**src/rtl/memory_game_round_ctrl_pkg.sv**
```systemverilog
// memory_game_defs: shared definitions for the memory game round controller.
// Holds the FSM state encoding, the datapath widths, the percent scale factor,
// the divider geometry and a saturating increment helper used by the score
// counters.
package memory_game_defs;

  localparam int PAT_W     = 10;   // pattern / switch width
  localparam int SCORE_W   = 7;    // score and percent width
  localparam int PCT_SCALE = 100;  // percent = PCT_SCALE * correct / total

  // Divider geometry: 99*100 fits in 14 bits, 99+99 fits in 8 bits.
  localparam int NUM_W     = 14;
  localparam int DEN_W     = 8;
  localparam int QUO_W     = 7;
  localparam int DIV_STEPS = 14;   // one quotient bit per cycle

  typedef enum logic [2:0] {
    ST_IDLE   = 3'd0,
    ST_LOAD   = 3'd1,
    ST_SHOW   = 3'd2,
    ST_WAIT   = 3'd3,
    ST_CHECK  = 3'd4,
    ST_CALC   = 3'd5,
    ST_RESULT = 3'd6
  } state_t;

  // Increment that sticks at limit instead of wrapping.
  function automatic logic [SCORE_W-1:0] sat_inc(input logic [SCORE_W-1:0] value,
                                                 input logic [SCORE_W-1:0] limit);
    return (value >= limit) ? limit : value + SCORE_W'(1);
  endfunction

endpackage

```
**src/rtl/memory_game_pct_div.sv**
```systemverilog
// memory_game_pct_div: serial restoring divider for the percent-correct value.
// Ports:
//   clock, reset  system clock, synchronous active-high reset
//   start         one-cycle pulse: latch num/den and begin dividing
//   num[13:0]     dividend (correct * 100)
//   den[7:0]      divisor (correct + incorrect)
//   quo[6:0]      quotient, valid while done is high and held afterwards
//   done          one-cycle pulse when the quotient is complete
// The first quotient bit is produced in the start cycle itself, so the
// remaining 13 bits follow on the next 13 cycles and done is seen by the
// consumer exactly DIV_STEPS cycles after start.
module memory_game_pct_div
  import memory_game_defs::*;
(
  input  logic             clock,
  input  logic             reset,
  input  logic             start,
  input  logic [NUM_W-1:0] num,
  input  logic [DEN_W-1:0] den,
  output logic [QUO_W-1:0] quo,
  output logic             done
);

  logic [DEN_W-1:0] rem;
  logic [NUM_W-1:0] quo_sr;
  logic [DEN_W-1:0] den_q;
  logic [3:0]       step_cnt;
  logic             running;

  // One restoring step: shift the next dividend bit into the partial
  // remainder and subtract the divisor if it fits.
  function automatic logic [DEN_W+NUM_W-1:0] div_step(input logic [DEN_W-1:0] r,
                                                      input logic [NUM_W-1:0] q,
                                                      input logic [DEN_W-1:0] d);
    logic [DEN_W:0] trial;
    trial = {r, q[NUM_W-1]};
    if (trial >= {1'b0, d})
      return {DEN_W'(trial - {1'b0, d}), q[NUM_W-2:0], 1'b1};
    else
      return {trial[DEN_W-1:0], q[NUM_W-2:0], 1'b0};
  endfunction

  always_ff @(posedge clock) begin
    if (reset) begin
      rem      <= '0;
      quo_sr   <= '0;
      den_q    <= '0;
      step_cnt <= '0;
      running  <= 1'b0;
      done     <= 1'b0;
    end else begin
      done <= 1'b0;
      if (start) begin
        {rem, quo_sr} <= div_step('0, num, den);
        den_q         <= den;
        step_cnt      <= 4'd1;
        running       <= 1'b1;
      end else if (running) begin
        {rem, quo_sr} <= div_step(rem, quo_sr, den_q);
        step_cnt      <= step_cnt + 4'd1;
        if (step_cnt == 4'(DIV_STEPS - 1)) begin
          running <= 1'b0;
          done    <= 1'b1;
        end
      end
    end
  end

  // Percent never exceeds 100; clamp anyway so stray high bits cannot alias.
  assign quo = (|quo_sr[NUM_W-1:QUO_W]) ? '1 : quo_sr[QUO_W-1:0];

endmodule

```
**src/rtl/memory_game_round_ctrl.sv**
```systemverilog
// memory_game_round_ctrl: round sequencer for the memory game.
// Captures a random pattern, shows it for SHOW_TICKS display ticks, waits for
// the player's guess, scores it and computes percent-correct serially.
// Ports:
//   clock, reset     system clock, synchronous active-high reset
//   tick             display timebase pulse (counted only while showing)
//   start            new game: clears scores, begins a round from any state
//   submit           player guess on sw is ready (honoured only while waiting)
//   next             begin the next round (honoured only in the result state)
//   sw[9:0]          player guess
//   rand_val[9:0]    LFSR value captured when a round loads
//   led[9:0]         pattern while showing, otherwise 0
//   correct[6:0]     correct rounds, saturating at SCORE_MAX
//   incorrect[6:0]   incorrect rounds, saturating at SCORE_MAX
//   percent[6:0]     floor(100*correct/(correct+incorrect))
//   pct_valid        percent reflects the current scores
//   busy             a round is in progress
//   state[2:0]       encoded FSM state
module memory_game_round_ctrl
  import memory_game_defs::*;
#(
  parameter int SHOW_TICKS = 3,
  parameter int SCORE_MAX  = 99
) (
  input  logic               clock,
  input  logic               reset,
  input  logic               tick,
  input  logic               start,
  input  logic               submit,
  input  logic               next,
  input  logic [PAT_W-1:0]   sw,
  input  logic [PAT_W-1:0]   rand_val,
  output logic [PAT_W-1:0]   led,
  output logic [SCORE_W-1:0] correct,
  output logic [SCORE_W-1:0] incorrect,
  output logic [SCORE_W-1:0] percent,
  output logic               pct_valid,
  output logic               busy,
  output logic [2:0]         state
);

  localparam int TICK_W = (SHOW_TICKS > 1) ? $clog2(SHOW_TICKS) : 1;
  localparam logic [TICK_W-1:0]  LAST_TICK = TICK_W'(SHOW_TICKS - 1);
  localparam logic [SCORE_W-1:0] SAT      = SCORE_W'(SCORE_MAX);

  state_t              st;
  logic [PAT_W-1:0]    pattern;
  logic [PAT_W-1:0]    guess;
  logic [TICK_W-1:0]   tick_cnt;

  logic [PAT_W-1:0]    load_pat;
  logic                hit;
  logic [SCORE_W-1:0]  corr_next;
  logic [SCORE_W-1:0]  inc_next;
  logic                div_start;
  logic [NUM_W-1:0]    div_num;
  logic [DEN_W-1:0]    div_den;
  logic [QUO_W-1:0]    div_quo;
  logic                div_done;
  logic                den_zero;

  // A zero pattern would leave the display dark, so substitute a single lit LED.
  assign load_pat = (rand_val == '0) ? PAT_W'(1) : rand_val;

  // The divider is launched in CHECK, the same cycle the scores update, so its
  // operands are taken from the post-update score values.
  assign hit       = (guess == pattern);
  assign corr_next = hit ? sat_inc(correct, SAT) : correct;
  assign inc_next  = hit ? incorrect : sat_inc(incorrect, SAT);
  assign div_start = (st == ST_CHECK);
  assign div_num   = NUM_W'(corr_next) * NUM_W'(PCT_SCALE);
  assign div_den   = DEN_W'(corr_next) + DEN_W'(inc_next);
  assign den_zero  = (correct == '0) && (incorrect == '0);

  memory_game_pct_div u_pct_div (
    .clock (clock),
    .reset (reset),
    .start (div_start),
    .num   (div_num),
    .den   (div_den),
    .quo   (div_quo),
    .done  (div_done)
  );

  // Round FSM with registered outputs; start overrides every other request.
  always_ff @(posedge clock) begin
    if (reset) begin
      st        <= ST_IDLE;
      pattern   <= '0;
      guess     <= '0;
      tick_cnt  <= '0;
      led       <= '0;
      correct   <= '0;
      incorrect <= '0;
      percent   <= '0;
      pct_valid <= 1'b0;
      busy      <= 1'b0;
    end else if (start) begin
      st        <= ST_LOAD;
      busy      <= 1'b1;
      led       <= '0;
      correct   <= '0;
      incorrect <= '0;
      percent   <= '0;
      pct_valid <= 1'b0;
    end else begin
      case (st)
        ST_IDLE: ;
        ST_LOAD: begin
          pattern  <= load_pat;
          led      <= load_pat;
          tick_cnt <= '0;
          st       <= ST_SHOW;
        end
        ST_SHOW: begin
          if (tick) begin
            if (tick_cnt == LAST_TICK) begin
              led <= '0;
              st  <= ST_WAIT;
            end else begin
              tick_cnt <= tick_cnt + TICK_W'(1);
            end
          end
        end
        ST_WAIT: begin
          if (submit) begin
            guess <= sw;
            st    <= ST_CHECK;
          end
        end
        ST_CHECK: begin
          correct   <= corr_next;
          incorrect <= inc_next;
          pct_valid <= 1'b0;
          st        <= ST_CALC;
        end
        ST_CALC: begin
          if (div_done) begin
            percent   <= den_zero ? '0 : div_quo;
            pct_valid <= 1'b1;
            busy      <= 1'b0;
            st        <= ST_RESULT;
          end
        end
        ST_RESULT: begin
          if (next) begin
            busy <= 1'b1;
            st   <= ST_LOAD;
          end
        end
        default: begin
          busy <= 1'b0;
          st   <= ST_IDLE;
        end
      endcase
    end
  end

  assign state = st;

endmodule

```
**config.mk**
```make
export PLATFORM = sky130hd
export DESIGN_NAME = memory_game_round_ctrl
export DESIGN_NICKNAME = d
export VERILOG_FILES = /design/src/rtl/memory_game_round_ctrl_pkg.sv /design/src/rtl/memory_game_pct_div.sv /design/src/rtl/memory_game_round_ctrl.sv
export SDC_FILE = /design/constraint.sdc
export NUM_CORES = 1
export LEC_CHECK = 0
export CAP_MARGIN = 20
export CORE_ASPECT_RATIO = 1.75
export CORE_MARGIN = 8
export CORE_UTILIZATION = 60
export DETAILED_ROUTE_END_ITERATION = 16
export PLACE_DENSITY = 0.88
export SKIP_LAST_GASP = 1
export SLEW_MARGIN = 20
export SYNTH_ARGS = -nofsm -noshare
export SYNTH_HDL_FRONTEND = slang
export SYNTH_SLANG_ARGS = --single-unit
export TNS_END_PERCENT = 20
```
**constraint.sdc**
```tcl
create_clock -name clock -period 11.2 [get_ports clock]
set_input_delay 2.24 -clock clock [delete_from_list [all_inputs] [get_ports clock]]
set_output_delay 2.24 -clock clock [all_outputs]
set_load 0.01 [all_outputs]
```
==> results of run 1 <==
-- sequential cells by signal, summed over array words and instances (netlist names), 4 cells and up --
signal              flops
pattern                10
percent                 7
u_pct_div.den_q         8
u_pct_div.quo_sr       14
incorrect               7
led                    10
guess                  10
u_pct_div.rem           8
u_pct_div.step_cnt      4
correct                 7
-- power groups by stage --
stage / Combinational (mW) / Clock, mW / Sequential (mW)
global placement: 0.0833 / 0 / 0.350
detailed placement: 0.0860 / 0 / 0.350
finish: 0.0880 / 0.281 / 0.343
floorplan: 0.0542 / 0 / 0.349
CTS: 0.0869 / 0.284 / 0.343
global route: 0.0956 / 0.297 / 0.343
-- metrics by stage --
| step | std cells | hold WS, ns | cell area [µm²] |
|---|---|---|---|
| finish | 859 | 0.458 | 6650 |
| global route | 859 | 0.479 | 6650 |
| CTS | 859 | 0.459 | 6650 |
| detailed placement | 843 | 0.448 | 6370 |
| global placement | 843 | 0.442 | 6370 |
| floorplan | 686 | 0.441 | 5690 |
-- placed cells by master (no fill, tap or decap), types with 5 or more instances in the layout --
cell                              instances
sky130_fd_sc_hd__nand2b_1                 8
sky130_fd_sc_hd__or2_2                    5
sky130_fd_sc_hd__ha_1                    50
sky130_fd_sc_hd__clkbuf_16                9
sky130_fd_sc_hd__nand4_1                  6
sky130_fd_sc_hd__a31oi_1                  8
sky130_fd_sc_hd__nor3_1                  17
sky130_fd_sc_hd__a21oi_1                 48
sky130_fd_sc_hd__and3_1                   5
sky130_fd_sc_hd__o21ai_0                 35
sky130_fd_sc_hd__nor2_1                  97
sky130_fd_sc_hd__clkdlybuf4s50_1         60
sky130_fd_sc_hd__nand3_1                 13
sky130_fd_sc_hd__a31o_2                   5
sky130_fd_sc_hd__buf_4                    5
sky130_fd_sc_hd__dfxtp_1                 94
sky130_fd_sc_hd__o21a_1                  11
sky130_fd_sc_hd__nor2b_1                 10
sky130_fd_sc_hd__inv_1                   28
sky130_fd_sc_hd__mux2i_1                 26
sky130_fd_sc_hd__o211ai_1                 8
sky130_fd_sc_hd__a211oi_1                12
sky130_fd_sc_hd__a22oi_1                 11
sky130_fd_sc_hd__xnor2_1                 15
sky130_fd_sc_hd__xor2_1                   6
sky130_fd_sc_hd__nand2_1                 59
-- worst max-delay path, cell delays in order (launching register included) --
cell and delay, ns:
sky130_fd_sc_hd__dfxtp_1 0.32, sky130_fd_sc_hd__xnor2_1 0.19, sky130_fd_sc_hd__nand4_1 0.19, sky130_fd_sc_hd__or3_1 0.51, sky130_fd_sc_hd__nor4b_1 0.44, sky130_fd_sc_hd__a21o_1 0.21, sky130_fd_sc_hd__ha_1 0.27, sky130_fd_sc_hd__ha_1 0.32
sky130_fd_sc_hd__fa_1 0.48, sky130_fd_sc_hd__ha_1 0.38, sky130_fd_sc_hd__nand3_1 0.13, sky130_fd_sc_hd__o211ai_1 0.12, sky130_fd_sc_hd__o41ai_1 0.32, sky130_fd_sc_hd__xor2_1 0.27, sky130_fd_sc_hd__ha_1 0.19, sky130_fd_sc_hd__inv_1 0.04
sky130_fd_sc_hd__ha_1 0.20, sky130_fd_sc_hd__a21oi_1 0.13, sky130_fd_sc_hd__nor2_1 0.10, sky130_fd_sc_hd__and4b_1 0.26, sky130_fd_sc_hd__a31o_2 0.22
-- routing by layer --
layer	wire (µm)	share of wire	vias to the layer above	track usage
li1	-	-	2550	-
met1	5100	0.33	2509	0.222
met2	8680	0.57	182	0.484
met3	710	0.046	61	0.0447
met4	818	0.053	0	0.185
met5	0	0	-	0
-- layout make-up --
type,instances,share of cell area
repair buffers,66,0.0967
flip-flops and latches,94,0.283
well taps,122,0.0229
multi-input cells,533,0.540
clock buffers,9,0.0339
inverters,28,0.0158
clock inverters,7,0.00734
-- synthesized netlist by cell type, types with 3 or more instances --
| cell type | number | area share |
|---|---|---|
| sky130_fd_sc_hd__a21boi_0 | 3 | 0.0040 |
| sky130_fd_sc_hd__and2_1 | 3 | 0.0033 |
| sky130_fd_sc_hd__a21oi_1 | 48 | 0.042 |
| sky130_fd_sc_hd__nand3_1 | 13 | 0.011 |
| sky130_fd_sc_hd__nand2_1 | 59 | 0.039 |
| sky130_fd_sc_hd__mux2_2 | 3 | 0.0059 |
| sky130_fd_sc_hd__a211oi_1 | 12 | 0.016 |
| sky130_fd_sc_hd__o311ai_0 | 3 | 0.0046 |
| sky130_fd_sc_hd__a211oi_2 | 4 | 0.0088 |
| sky130_fd_sc_hd__and3_1 | 5 | 0.0055 |
| sky130_fd_sc_hd__a31o_2 | 5 | 0.0077 |
| sky130_fd_sc_hd__nand2b_1 | 8 | 0.0088 |
| sky130_fd_sc_hd__o21a_1 | 11 | 0.015 |
| sky130_fd_sc_hd__a21o_1 | 4 | 0.0053 |
| sky130_fd_sc_hd__xnor2_1 | 15 | 0.023 |
| sky130_fd_sc_hd__nor4_1 | 3 | 0.0033 |
| sky130_fd_sc_hd__or2_2 | 5 | 0.0055 |
| sky130_fd_sc_hd__clkbuf_1 | 26 | 0.017 |
| sky130_fd_sc_hd__dfxtp_1 | 94 | 0.33 |
| sky130_fd_sc_hd__nor2_1 | 97 | 0.064 |
| sky130_fd_sc_hd__o21ai_0 | 35 | 0.031 |
| sky130_fd_sc_hd__inv_1 | 28 | 0.018 |
| sky130_fd_sc_hd__fa_1 | 4 | 0.014 |
| sky130_fd_sc_hd__xor2_1 | 6 | 0.0092 |
| sky130_fd_sc_hd__a22oi_1 | 11 | 0.015 |
| sky130_fd_sc_hd__mux2i_1 | 26 | 0.046 |
| sky130_fd_sc_hd__o211ai_1 | 8 | 0.011 |
| sky130_fd_sc_hd__buf_2 | 3 | 0.0026 |
| sky130_fd_sc_hd__nor3_1 | 18 | 0.016 |
| sky130_fd_sc_hd__o31ai_1 | 4 | 0.0053 |
| sky130_fd_sc_hd__a31oi_1 | 8 | 0.0088 |
| sky130_fd_sc_hd__ha_1 | 50 | 0.11 |
| sky130_fd_sc_hd__o41ai_1 | 3 | 0.0046 |
| sky130_fd_sc_hd__or3_1 | 3 | 0.0033 |
| sky130_fd_sc_hd__nand4_1 | 6 | 0.0066 |
| sky130_fd_sc_hd__nor2b_1 | 10 | 0.011 |
| sky130_fd_sc_hd__o21ba_2 | 4 | 0.0070 |
-- kinds of logic (layout without fill, tap and decap cells) --
group                    after synthesis  after routing
AND/OR/NAND/NOR                      246            246
AO/OA/AOI/OAI                        183            183
flip-flops                            94             94
buffers and inverters                 59            110
adder cells (fa/ha/maj)               54             54
multiplexers                          29             29
XOR/XNOR                              21             21
-- path summary, 6_finish.rpt --
check / start / to / slack (ns) / depth (start not counted)
max: guess[5] / u_pct_div.rem[4] / 5.81 / 20
min: percent[1] / percent[1] / 0.46 / 2
max reg2reg: guess[5] / u_pct_div.rem[4] / 5.81 / 20
min reg2reg: percent[1] / percent[1] / 0.46 / 2
==> out/results.md, run 1 <==
| Stage | Item | This run |
|:---|:---|:---|
| placed design | Placement Setup Slack | 5.91 ns |
| synth | Async set or reset register ratio after synthesis | 0 |
| power and ir drop | Peak supply drop | 0.109 mV |
| global route | Maximum number of pins on one net before global-route repair | 60 |
| synth | Simple-gate share of the synthesized area | 0.205 |
| synth | Yosys cell types | 65 |
| setup path | CP Max Fanout | 6 |
| placed design | I/O Buffers | 61 |
| setup path | Arrival time worst endpoint | 5.62 ns |
| setup path | Worst Path Class, Setup | reg -> reg |
| synth | Share of synthesized cell area in full adder, half adder and majority cells | 0.124 |
| die | Starting density of the core | 0.609 |
| synth | Post-Synthesis Cells | 686 |
| power and ir drop | Relative contribution of sequential cells to total power | 0.482 |
| setup path | Kind of start point of the critical path | flip-flop |
| power and ir drop | Share of total power in combinational logic | 0.124 |
| timing | Total setup violations reported at the end of the flow | 0 |
| clocking | Post-CTS Repair Setup Buffers | 0 |
| timing | Final hold violations | 0 |
| hold path | Class of the tightest hold or removal check | reg -> reg |
| synth | Synthesized netlist net count | 766 |
| run status | Outcome | complete, no violations |
| timing | Achievable clock frequency | 0.186 GHz |
| clocking | Maximum buffer depth of the clock tree | 2 |
| power and ir drop | Switching power as a share of total power | 0.260 |
| synth | Share of synthesized area occupied by flip-flops and latches | 0.331 |
| finish | Sequential standard cell area | 0.00188 mm² |
| timing | Fin Setup TNS | 0 ns |
| global route | Overall overflow remaining after global route | 0 |
| finish | Area of combinational cells with multiple inputs | 0.00359 mm² |
| synth | Post-synthesis share of cell area spent on xor and xnor gates | 0.0323 |
| die | Total die area | 0.0130 mm² |
| setup path | WP data required | 11.43 ns |
| global route | Total GRT Usage | 0.253 |
| finish | Utilization after layout | 0.711 |
| global route | Number of antenna violations at the first check in global routing | 0 |
| clocking | Clk slew on worst S/H paths | 0.07 ns |
| power and ir drop | Internal Pwr Total | 0.526 mW |
| power and ir drop | Total power of the final layout | 0.712 mW |
| power and ir drop | Switching power summed over all nets | 0.185 mW |
| setup path | CP Capture Type | flip-flop |
| timing | Max-slew violation total from the final report | 0 |
| drt | Initial DRC count | 296 |
| clocking | Later-pin clock latency in the skew report | 0.34 ns |
| finish | Count of filler cells inserted in the layout | 738 |
| clocking | Clock tree from TritonCTS | done |
| clocking | # hold bufs at CTS | 0 |
| synth | Complex-gate fraction of the synthesized area | 0.216 |
| global route | First-pass GRT wire length | 25500 µm |
| die | Io pins | 62 |
| synth | Mapped cell area | 0.00569 mm² |
| drt | Detailed-route via count | 5302 |
| drt | Via density per instance | 6.17 |
| synth | Combinational family with the most area after synthesis | compound AO/OA/AOI/OAI gates |
| timing | Final setup margin | 5.81 ns |
| timing | Transition at the pin with the smallest max-transition slack | 0.811 ns |
| drt | Remaining routing DRC violations | 0 |
| finish | Nets | 812 |
| power and ir drop | Power density normalized to cell area | 107 mW/mm² |
| placed design | Gpl congestion | 0.931 |
| finish | Fraction of layout instances using a drive strength above 1 | 0.0706 |
| timing | Setup repair after global routing missed its margin | no |
| clocking | Number of H-tree branching levels | 3 |
| synth | EDFF count, synth | 0 |
| die | Horiz. Die Dim | 89.6 µm |
| drt | Antenna viol nets, final | 0 |
| clocking | Root cell of the clock tree | sky130_fd_sc_hd__clkbuf_16 |
| synth | Synth Register Bits | 94 |
| placed design | Post-detailed-placement half-perimeter wirelength | 11800 µm |
| finish | Area delta synth->final | 16.9% |
| clocking | Number of cells upsized or downsized after cts | 0 |
| die | Placeable core area | 0.00935 mm² |
| clocking | TritonCTS Buffers | 9 |
| finish | Antenna cells | 0 |
| clocking | Total number of clock tree sinks | 94 |
| synth | Per-instance average area after synthesis | 8.30 µm² |
| run | Number of max-capacitance violations reported | 0 |
| drt | Number of optimization iterations in the first detailed-route pass | 5 |
| timing | Final worst path period share | 0.481 |
| timing | Worst Clk Skew | 0.00907 ns |
| power and ir drop | Share of power burned in the clock network | 0.395 |
| die | Num rows | 47 |
| timing | Clock period minus worst slack | 5.39 ns |
| global route | Via count of the first global-routing pass | 5584 |
| synth | Ys flop type | sky130_fd_sc_hd__dfxtp_1 |
| power and ir drop | Cell leakage power | 2.60 nW |
| synth | Multiplexer fraction of the synthesized cell area | 0.0517 |
| drt | Final wirelength | 15300 µm |
| timing | Worst max-slew margin expressed relative to the limit | 0.458 |
| synth | Warning count from the yosys run | 0 |
| drt | Wire length per cell after detailed routing | 17.8 µm |
| die | Die height | 145 µm |
Power figures use the tool's default switching activity.
==> inputs of run 2 (changes only) <==
Settings changed: CORE_UTILIZATION 60 to 57, PLACE_DENSITY 0.88 to 0.84.
Clock period 11.2 ns to 5 ns, I/O delays scaled along.
==> out/results.md, run 2 (synthesis results as in run 1) <==
| Stage | Item | This run | Change |
|:---|:---|:---|:---|
| run status | Outcome | finished with violations | was complete, no violations |
| run status | Failing checks | negative setup slack |  |
| timing | Total setup violations reported at the end of the flow | 7 | was 0 |
| power and ir drop | Total power of the final layout | 1.69 mW | was 0.712 mW |
| timing | Transition at the pin with the smallest max-transition slack | 0.850 ns | was 0.811 ns |
| clocking | TritonCTS Buffers | 9 | unchanged |
| drt | Final wirelength | 16800 µm | was 15300 µm |
| timing | Final worst path period share | 1.02 | was 0.481 |
| die | Horiz. Die Dim | 91.5 µm | was 89.6 µm |
| placed design | Gpl congestion | 0.872 | was 0.931 |
| placed design | I/O Buffers | 61 | unchanged |
| global route | Maximum number of pins on one net before global-route repair | 59 | was 60 |
| clocking | Number of H-tree branching levels | 3 | unchanged |
| finish | Utilization after layout | 0.714 | was 0.711 |
| setup path | Kind of start point of the critical path | flip-flop | unchanged |
| global route | Via count of the first global-routing pass | 5779 | was 5584 |
| finish | Commonest non-fill, non-tap cell in the layout | sky130_fd_sc_hd__nor2_1 | unchanged |
| timing | Fin Setup TNS | -0.317 ns | was 0 ns |
| finish | Nets | 835 | was 812 |
| die | Die height | 148 µm | was 145 µm |
| drt | Via density per instance | 6.30 | was 6.17 |
| power and ir drop | Peak supply drop | 0.231 mV | was 0.109 mV |
| power and ir drop | Power density normalized to cell area | 241 mW/mm² | was 107 mW/mm² |
| setup path | Arrival time worst endpoint | 5.33 ns | was 5.62 ns |
| drt | Wire length per cell after detailed routing | 19.0 µm | was 17.8 µm |
| finish | Fraction of layout instances using a drive strength above 1 | 0.128 | was 0.0706 |
| global route | Overall overflow remaining after global route | 0 | unchanged |
| timing | Setup repair after global routing missed its margin | yes | was no |
| power and ir drop | Switching power as a share of total power | 0.265 | was 0.260 |
| setup path | CP Capture Type | flip-flop | unchanged |
| placed design | Post-detailed-placement half-perimeter wirelength | 11800 µm | about the same |
| timing | Achievable clock frequency | 0.197 GHz | was 0.186 GHz |
| power and ir drop | Internal Pwr Total | 1.24 mW | was 0.526 mW |
| setup path | Origin of the critical flop-to-flop path | guess[0] | was guess[5] |
| drt | Initial DRC count | 366 | was 296 |
| finish | Count of filler cells inserted in the layout | 720 | was 738 |
| power and ir drop | Share of total power in combinational logic | 0.145 | was 0.124 |
| drt | Remaining routing DRC violations | 0 | unchanged |
| setup path | Reg2reg path depth | 21 | was 20 |
| finish | Top library cells by usage in the layout, fill and taps aside | sky130_fd_sc_hd__nor2_1, sky130_fd_sc_hd__dfxtp_1, sky130_fd_sc_hd__clkdlybuf4s50_1 | unchanged |
| placed design | Placement Setup Slack | -0.0969 ns | was 5.91 ns |
| global route | Number of antenna violations at the first check in global routing | 0 | unchanged |
| clocking | Maximum buffer depth of the clock tree | 2 | unchanged |
| timing | Final hold violations | 0 | unchanged |
| die | Placeable core area | 0.00979 mm² | was 0.00935 mm² |
| setup path | Worst Path Class, Setup | reg -> reg | unchanged |
| die | Io pins | 62 | unchanged |
| timing | Worst max-slew margin expressed relative to the limit | 0.432 | was 0.458 |
| timing | Final setup margin | -0.0834 ns | was 5.81 ns |
| placed design | # placed instances | 863 | was 843 |
| hold path | Worst hold path endpoint | percent[2] | was percent[1] |
| setup path | WP data required | 5.24 ns | was 11.43 ns |
| clocking | Root cell of the clock tree | sky130_fd_sc_hd__clkbuf_16 | unchanged |
| clocking | # hold bufs at CTS | 0 | unchanged |
| power and ir drop | Cell leakage power | 2.74 nW | was 2.60 nW |
| setup path | Setup slack of the worst register-to-register path | -0.08 ns | was 5.81 ns |
| setup path | CP Max Fanout | 8 | was 6 |
| die | Num rows | 48 | was 47 |
| drt | Number of optimization iterations in the first detailed-route pass | 5 | unchanged |
| power and ir drop | Share of power burned in the clock network | 0.400 | was 0.395 |
| timing | Clock period minus worst slack | 5.08 ns | was 5.39 ns |
| clocking | Clk slew on worst S/H paths | 0.07 ns | about the same |
| hold path | Class of the tightest hold or removal check | reg -> reg | unchanged |
| clocking | Total number of clock tree sinks | 94 | unchanged |
| run | Number of max-capacitance violations reported | 0 | unchanged |
| clocking | Clock tree from TritonCTS | done | unchanged |
| power and ir drop | Relative contribution of sequential cells to total power | 0.456 | was 0.482 |
| die | Total die area | 0.0136 mm² | was 0.0130 mm² |
| finish | Final Non-Filler Cells | 885 | was 859 |
| finish | Max FFs per register | 14 | unchanged |
| die | Starting density of the core | 0.581 | was 0.609 |
| power and ir drop | Switching power summed over all nets | 0.448 mW | was 0.185 mW |
| drt | Antenna viol nets, final | 0 | unchanged |
| setup path | Critical register-to-register path endpoint | u_pct_div.rem[4] | unchanged |
| timing | Max-slew violation total from the final report | 0 | unchanged |
| hold path | Beginning of the worst hold path | percent[2] | was percent[1] |
| global route | Total GRT Usage | 0.241 | was 0.253 |
| finish | Area delta synth->final | 22.9% | was 16.9% |
| clocking | Later-pin clock latency in the skew report | 0.35 ns | was 0.34 ns |
| finish | Antenna cells | 0 | unchanged |
| drt | Detailed-route via count | 5573 | was 5302 |
| timing | Worst Clk Skew | 0.00826 ns | was 0.00907 ns |
| global route | First-pass GRT wire length | 26800 µm | was 25500 µm |
| finish | Register with the most flip-flops | u_pct_div.quo_sr | unchanged |
| hold path | Number of cells on the worst hold path | 2 | unchanged |
## run 2: cell types whose count changed in the layout (fill, tap and decap cells not counted), moves of 5 or more
| cell | change |
|---|---|
| sky130_fd_sc_hd__buf_4 | +23 |
| sky130_fd_sc_hd__dfxtp_1 | -5 |
| sky130_fd_sc_hd__dfxtp_2 | +5 |
| sky130_fd_sc_hd__ha_1 | -6 |
| sky130_fd_sc_hd__ha_4 | +5 |
## run 2: per-stage QoR
stage          hold slack, ns  area, µm²
2_1_floorplan           0.441       5690
3_3_place_gp            0.442       6500
3_5_place_dp            0.445       6510
4_1_cts                 0.455       6820
5_1_grt                 0.470       6990
6_report                0.454       6990
## run 2: how the worst max path moves through the flow
stage                             endpoint  slack [ns]       start  cells after the start
final                     u_pct_div.rem[4]       -0.08    guess[0]                     21
after global routing      u_pct_div.rem[2]       -0.26  pattern[4]                     21
after CTS                 u_pct_div.rem[4]        0.02  pattern[0]                     20
after detailed placement  u_pct_div.rem[4]        -0.1  pattern[0]                     20
after global placement    u_pct_div.rem[2]        0.13    guess[4]                     20
after floorplan           u_pct_div.rem[1]        0.23    guess[5]                     21
## run 2: final cells by class
class	count	area (µm²)	share of cell area
clock inverter	5	41.3	0.00590
sequential	94	1890	0.270
timing repair buffer	89	816	0.117
clock buffer	11	253	0.0361
multi-input combinational	533	3730	0.534
tap	125	156	0.0224
inverter	28	105	0.0150
## run 2: what timing repair did
item	in CTS	in global routing
pin swaps	0	20
endpoints found under the setup margin	7	9
cloned	0	0
resized for setup	4	24
setup buffers	0	6
endpoints found under the hold margin	0	0
## run 2: critical path, cell delays in order, from the launching register on
cell and delay, ns:
sky130_fd_sc_hd__dfxtp_2 0.33, sky130_fd_sc_hd__xnor2_1 0.19, sky130_fd_sc_hd__nand4_1 0.20, sky130_fd_sc_hd__nor3_1 0.22, sky130_fd_sc_hd__buf_4 0.20, sky130_fd_sc_hd__buf_4 0.13
sky130_fd_sc_hd__mux2i_1 0.33, sky130_fd_sc_hd__ha_1 0.30, sky130_fd_sc_hd__ha_1 0.29, sky130_fd_sc_hd__ha_1 0.30, sky130_fd_sc_hd__ha_1 0.31, sky130_fd_sc_hd__a21oi_1 0.28
sky130_fd_sc_hd__o211ai_1 0.18, sky130_fd_sc_hd__o41ai_2 0.36, sky130_fd_sc_hd__xor2_1 0.29, sky130_fd_sc_hd__ha_2 0.22, sky130_fd_sc_hd__inv_2 0.04, sky130_fd_sc_hd__ha_4 0.16
sky130_fd_sc_hd__a21oi_4 0.13, sky130_fd_sc_hd__nor2_4 0.06, sky130_fd_sc_hd__and4b_1 0.24, sky130_fd_sc_hd__a31o_2 0.22
## run 2: power groups by stage
| stage | sequential, mW | combinational [mW] | clock (mW) |
|---|---|---|---|
| final | 0.768 | 0.244 | 0.674 |
| after CTS | 0.768 | 0.203 | 0.677 |
| after global placement | 0.784 | 0.190 | 0 |
| after floorplan | 0.783 | 0.121 | 0 |
| after detailed placement | 0.785 | 0.200 | 0 |
| after global routing | 0.769 | 0.264 | 0.701 |
## run 2: routing by layer
metal	share of wire	wire [µm]	up-vias	track usage
met2	0.56	9370	219	0.478
met3	0.043	726	90	0.0348
met4	0.066	1110	0	0.171
li1	-	-	2597	-
met5	0	0	-	0
met1	0.33	5610	2667	0.212
==> inputs of run 3 (changes only) <==
Settings changed: CORE_MARGIN 8 to 3.
==> out/results.md, run 3 (synthesis results as in run 1) <==
| Stage | Item | This run | Change |
|:---|:---|:---|:---|
| global route | Maximum number of pins on one net before global-route repair | 59 | unchanged |
| drt | Final wirelength | 16600 µm | was 16800 µm |
| timing | Final worst path period share | 1.00 | was 1.02 |
| global route | Overall overflow remaining after global route | 0 | unchanged |
| clocking | Clk slew on worst S/H paths | 0.07 ns | about the same |
| timing | Hold slack final | 0.458 ns | was 0.454 ns |
| timing | Total setup violations reported at the end of the flow | 3 | was 7 |
| drt | Antenna viol nets, final | 0 | unchanged |
| finish | Top library cells by usage in the layout, fill and taps aside | sky130_fd_sc_hd__nor2_1, sky130_fd_sc_hd__dfxtp_1, sky130_fd_sc_hd__clkdlybuf4s50_1 | unchanged |
| power and ir drop | Cell leakage power | 2.73 nW | was 2.74 nW |
| clocking | Root cell of the clock tree | sky130_fd_sc_hd__clkbuf_16 | unchanged |
| die | Horiz. Die Dim | 81.5 µm | was 91.5 µm |
| die | Die height | 138 µm | was 148 µm |
| run status | Failing checks | negative setup slack | unchanged |
| run | Number of max-capacitance violations reported | 0 | unchanged |
| drt | Number of optimization iterations in the first detailed-route pass | 5 | unchanged |
| placed design | Post-detailed-placement half-perimeter wirelength | 11400 µm | was 11800 µm |
| setup path | Most frequent CP cell | sky130_fd_sc_hd__ha_1 | unchanged |
| clocking | Clock tree from TritonCTS | done | unchanged |
| finish | Area delta synth->final | 24.2% | was 22.9% |
| finish | Nets | 834 | was 835 |
| clocking | Number of H-tree branching levels | 3 | unchanged |
| global route | Total GRT Usage | 0.282 | was 0.241 |
| hold path | Class of the tightest hold or removal check | reg -> reg | unchanged |
| timing | Setup repair after global routing missed its margin | yes | unchanged |
| global route | Number of antenna violations at the first check in global routing | 0 | unchanged |
| power and ir drop | Peak supply drop | 0.276 mV | was 0.231 mV |
| timing | Clock period minus worst slack | 5.02 ns | was 5.08 ns |
| setup path | CP Capture Type | flip-flop | unchanged |
| die | Starting density of the core | 0.594 | was 0.581 |
| finish | Final Non-Filler Cells | 881 | was 885 |
| clocking | Maximum buffer depth of the clock tree | 2 | unchanged |
| drt | Remaining routing DRC violations | 0 | unchanged |
| global route | Via count of the first global-routing pass | 5437 | was 5779 |
| finish | Fraction of layout instances using a drive strength above 1 | 0.133 | was 0.128 |
| timing | Achievable clock frequency | 0.199 GHz | was 0.197 GHz |
| finish | Antenna cells | 0 | unchanged |
| clocking | TritonCTS Buffers | 9 | unchanged |
| die | Placeable core area | 0.00959 mm² | was 0.00979 mm² |
| placed design | I/O Buffers | 61 | unchanged |
| placed design | Gpl congestion | 0.863 | was 0.872 |
| finish | Max FFs per register | 14 | unchanged |
| timing | Worst max-slew margin expressed relative to the limit | 0.448 | was 0.432 |
| setup path | Arrival time worst endpoint | 5.30 ns | was 5.33 ns |
| setup path | Cells along the critical path | xnor2_2 > nand4_1 > or3_4 > o21ai_2 > o21ai_2 > ha_1 > ha_1 > ha_1 > ha_1 > a21oi_1 > o211ai_1 > o41ai_2 > xor2_1 > ha_2 > inv_2 > ha_4 > nand2b_1 > a311o_1 > o22ai_1 | was xnor2_1 > nand4_1 > nor3_1 > buf_4 > buf_4 > mux2i_1 > ha_1 > ha_1 > ha_1 > ha_1 > a21oi_1 > o211ai_1 > o41ai_2 > xor2_1 > ha_2 > inv_2 > ha_4 > a21oi_4 > nor2_4 > and4b_1 > a31o_2 |
| drt | Initial DRC count | 414 | was 366 |
| setup path | Kind of start point of the critical path | flip-flop | unchanged |
| timing | Final hold violations | 0 | unchanged |
| timing | Transition at the pin with the smallest max-transition slack | 0.825 ns | was 0.850 ns |
| die | Io pins | 62 | unchanged |
| setup path | WP data required | 5.28 ns | was 5.24 ns |
| clocking | Total number of clock tree sinks | 94 | unchanged |
| drt | Via density per instance | 6.32 | was 6.30 |
| die | Num rows | 47 | was 48 |
| setup path | Worst Path Class, Setup | reg -> reg | unchanged |
| timing | Fin Setup TNS | -0.0562 ns | was -0.317 ns |
| power and ir drop | Power density normalized to cell area | 250 mW/mm² | was 241 mW/mm² |
| setup path | Delay of the slowest cell on the worst path | 0.47 ns | was 0.36 ns |
| setup path | Critical-path cell with the highest stage delay | sky130_fd_sc_hd__or3_4 | was sky130_fd_sc_hd__o41ai_2 |
| clocking | # hold bufs at CTS | 0 | unchanged |
| timing | Max-slew violation total from the final report | 0 | unchanged |
| global route | First-pass GRT wire length | 25200 µm | was 26800 µm |
| die | Total die area | 0.0113 mm² | was 0.0136 mm² |
| drt | Wire length per cell after detailed routing | 18.8 µm | was 19.0 µm |
| setup path | Cell family with the largest share of critical-path delay | adder cells | unchanged |
| placed design | # placed instances | 861 | was 863 |
| clocking | Later-pin clock latency in the skew report | 0.35 ns | about the same |
| run status | Outcome | finished with violations | unchanged |
| timing | Worst Clk Skew | 0.00929 ns | was 0.00826 ns |
| placed design | Placement Setup Slack | -0.0740 ns | was -0.0969 ns |
| setup path | Crit path buf inv count | 1 | was 3 |
| drt | Detailed-route via count | 5571 | was 5573 |
| timing | Final setup margin | -0.0249 ns | was -0.0834 ns |
| setup path | CP Max Fanout | 4 | was 8 |
| finish | Register with the most flip-flops | u_pct_div.quo_sr | unchanged |
| finish | Commonest non-fill, non-tap cell in the layout | sky130_fd_sc_hd__nor2_1 | unchanged |
[run 3: what timing repair did]
action                     CTS  global route
setup buffers                0             4
pin swaps                    1            18
gates resized for setup      3            33
setup endpoints to repair    5             9
[run 3: stage by stage]
stage / power, mW / utilization / instance area, µm²
after floorplan: 0.904 / - / 5690
after global placement: 0.978 / 0.679 / 6510
after CTS: 1.72 / 0.714 / 6840
final: 1.77 / 0.737 / 7070
after detailed placement: 0.987 / 0.679 / 6510
after global routing: 1.82 / 0.737 / 7070
[run 3: path summary, 6_finish.rpt]
check                  start          endpoint  slack [ns]  depth (start not counted)
setup / recovery  pattern[5]  u_pct_div.rem[0]       -0.02                         19
hold reg to reg       led[0]            led[0]        0.46                          2
setup reg to reg  pattern[5]  u_pct_div.rem[0]       -0.02                         19
hold / removal        led[0]            led[0]        0.46                          2
[run 3: power by group]
part / internal [mW] / switching [mW] / total (mW)
combinational: 0.112 / 0.136 / 0.248
clock: 0.444 / 0.308 / 0.752
sequential: 0.758 / 0.0101 / 0.768
[run 3: layout make-up]
cell class                 instances  area (µm²)
clock inverter                     6        93.8
multi-input combinational        533        3790
sequential                        94        1890
clock buffer                      10         229
fill                             687        2520
timing repair buffer              88         808
inverter                          28         105
tap                              122         153
[run 3: metal layers]
layer	vias up	global-route usage	routed length (µm)
met5	-	0	0
met4	0	0.175	819
met3	69	0.0456	831
met2	263	0.513	9240
met1	2645	0.286	5700
li1	2594	-	-
[run 3: worst min-delay path: cells and delay by family (launching register included)]
kind / cells / cell delay (ns)
AO/OA/AOI/OAI: 1 / 0.05
AND/OR/NAND/NOR: 1 / 0.05
flip-flops: 1 / 0.31
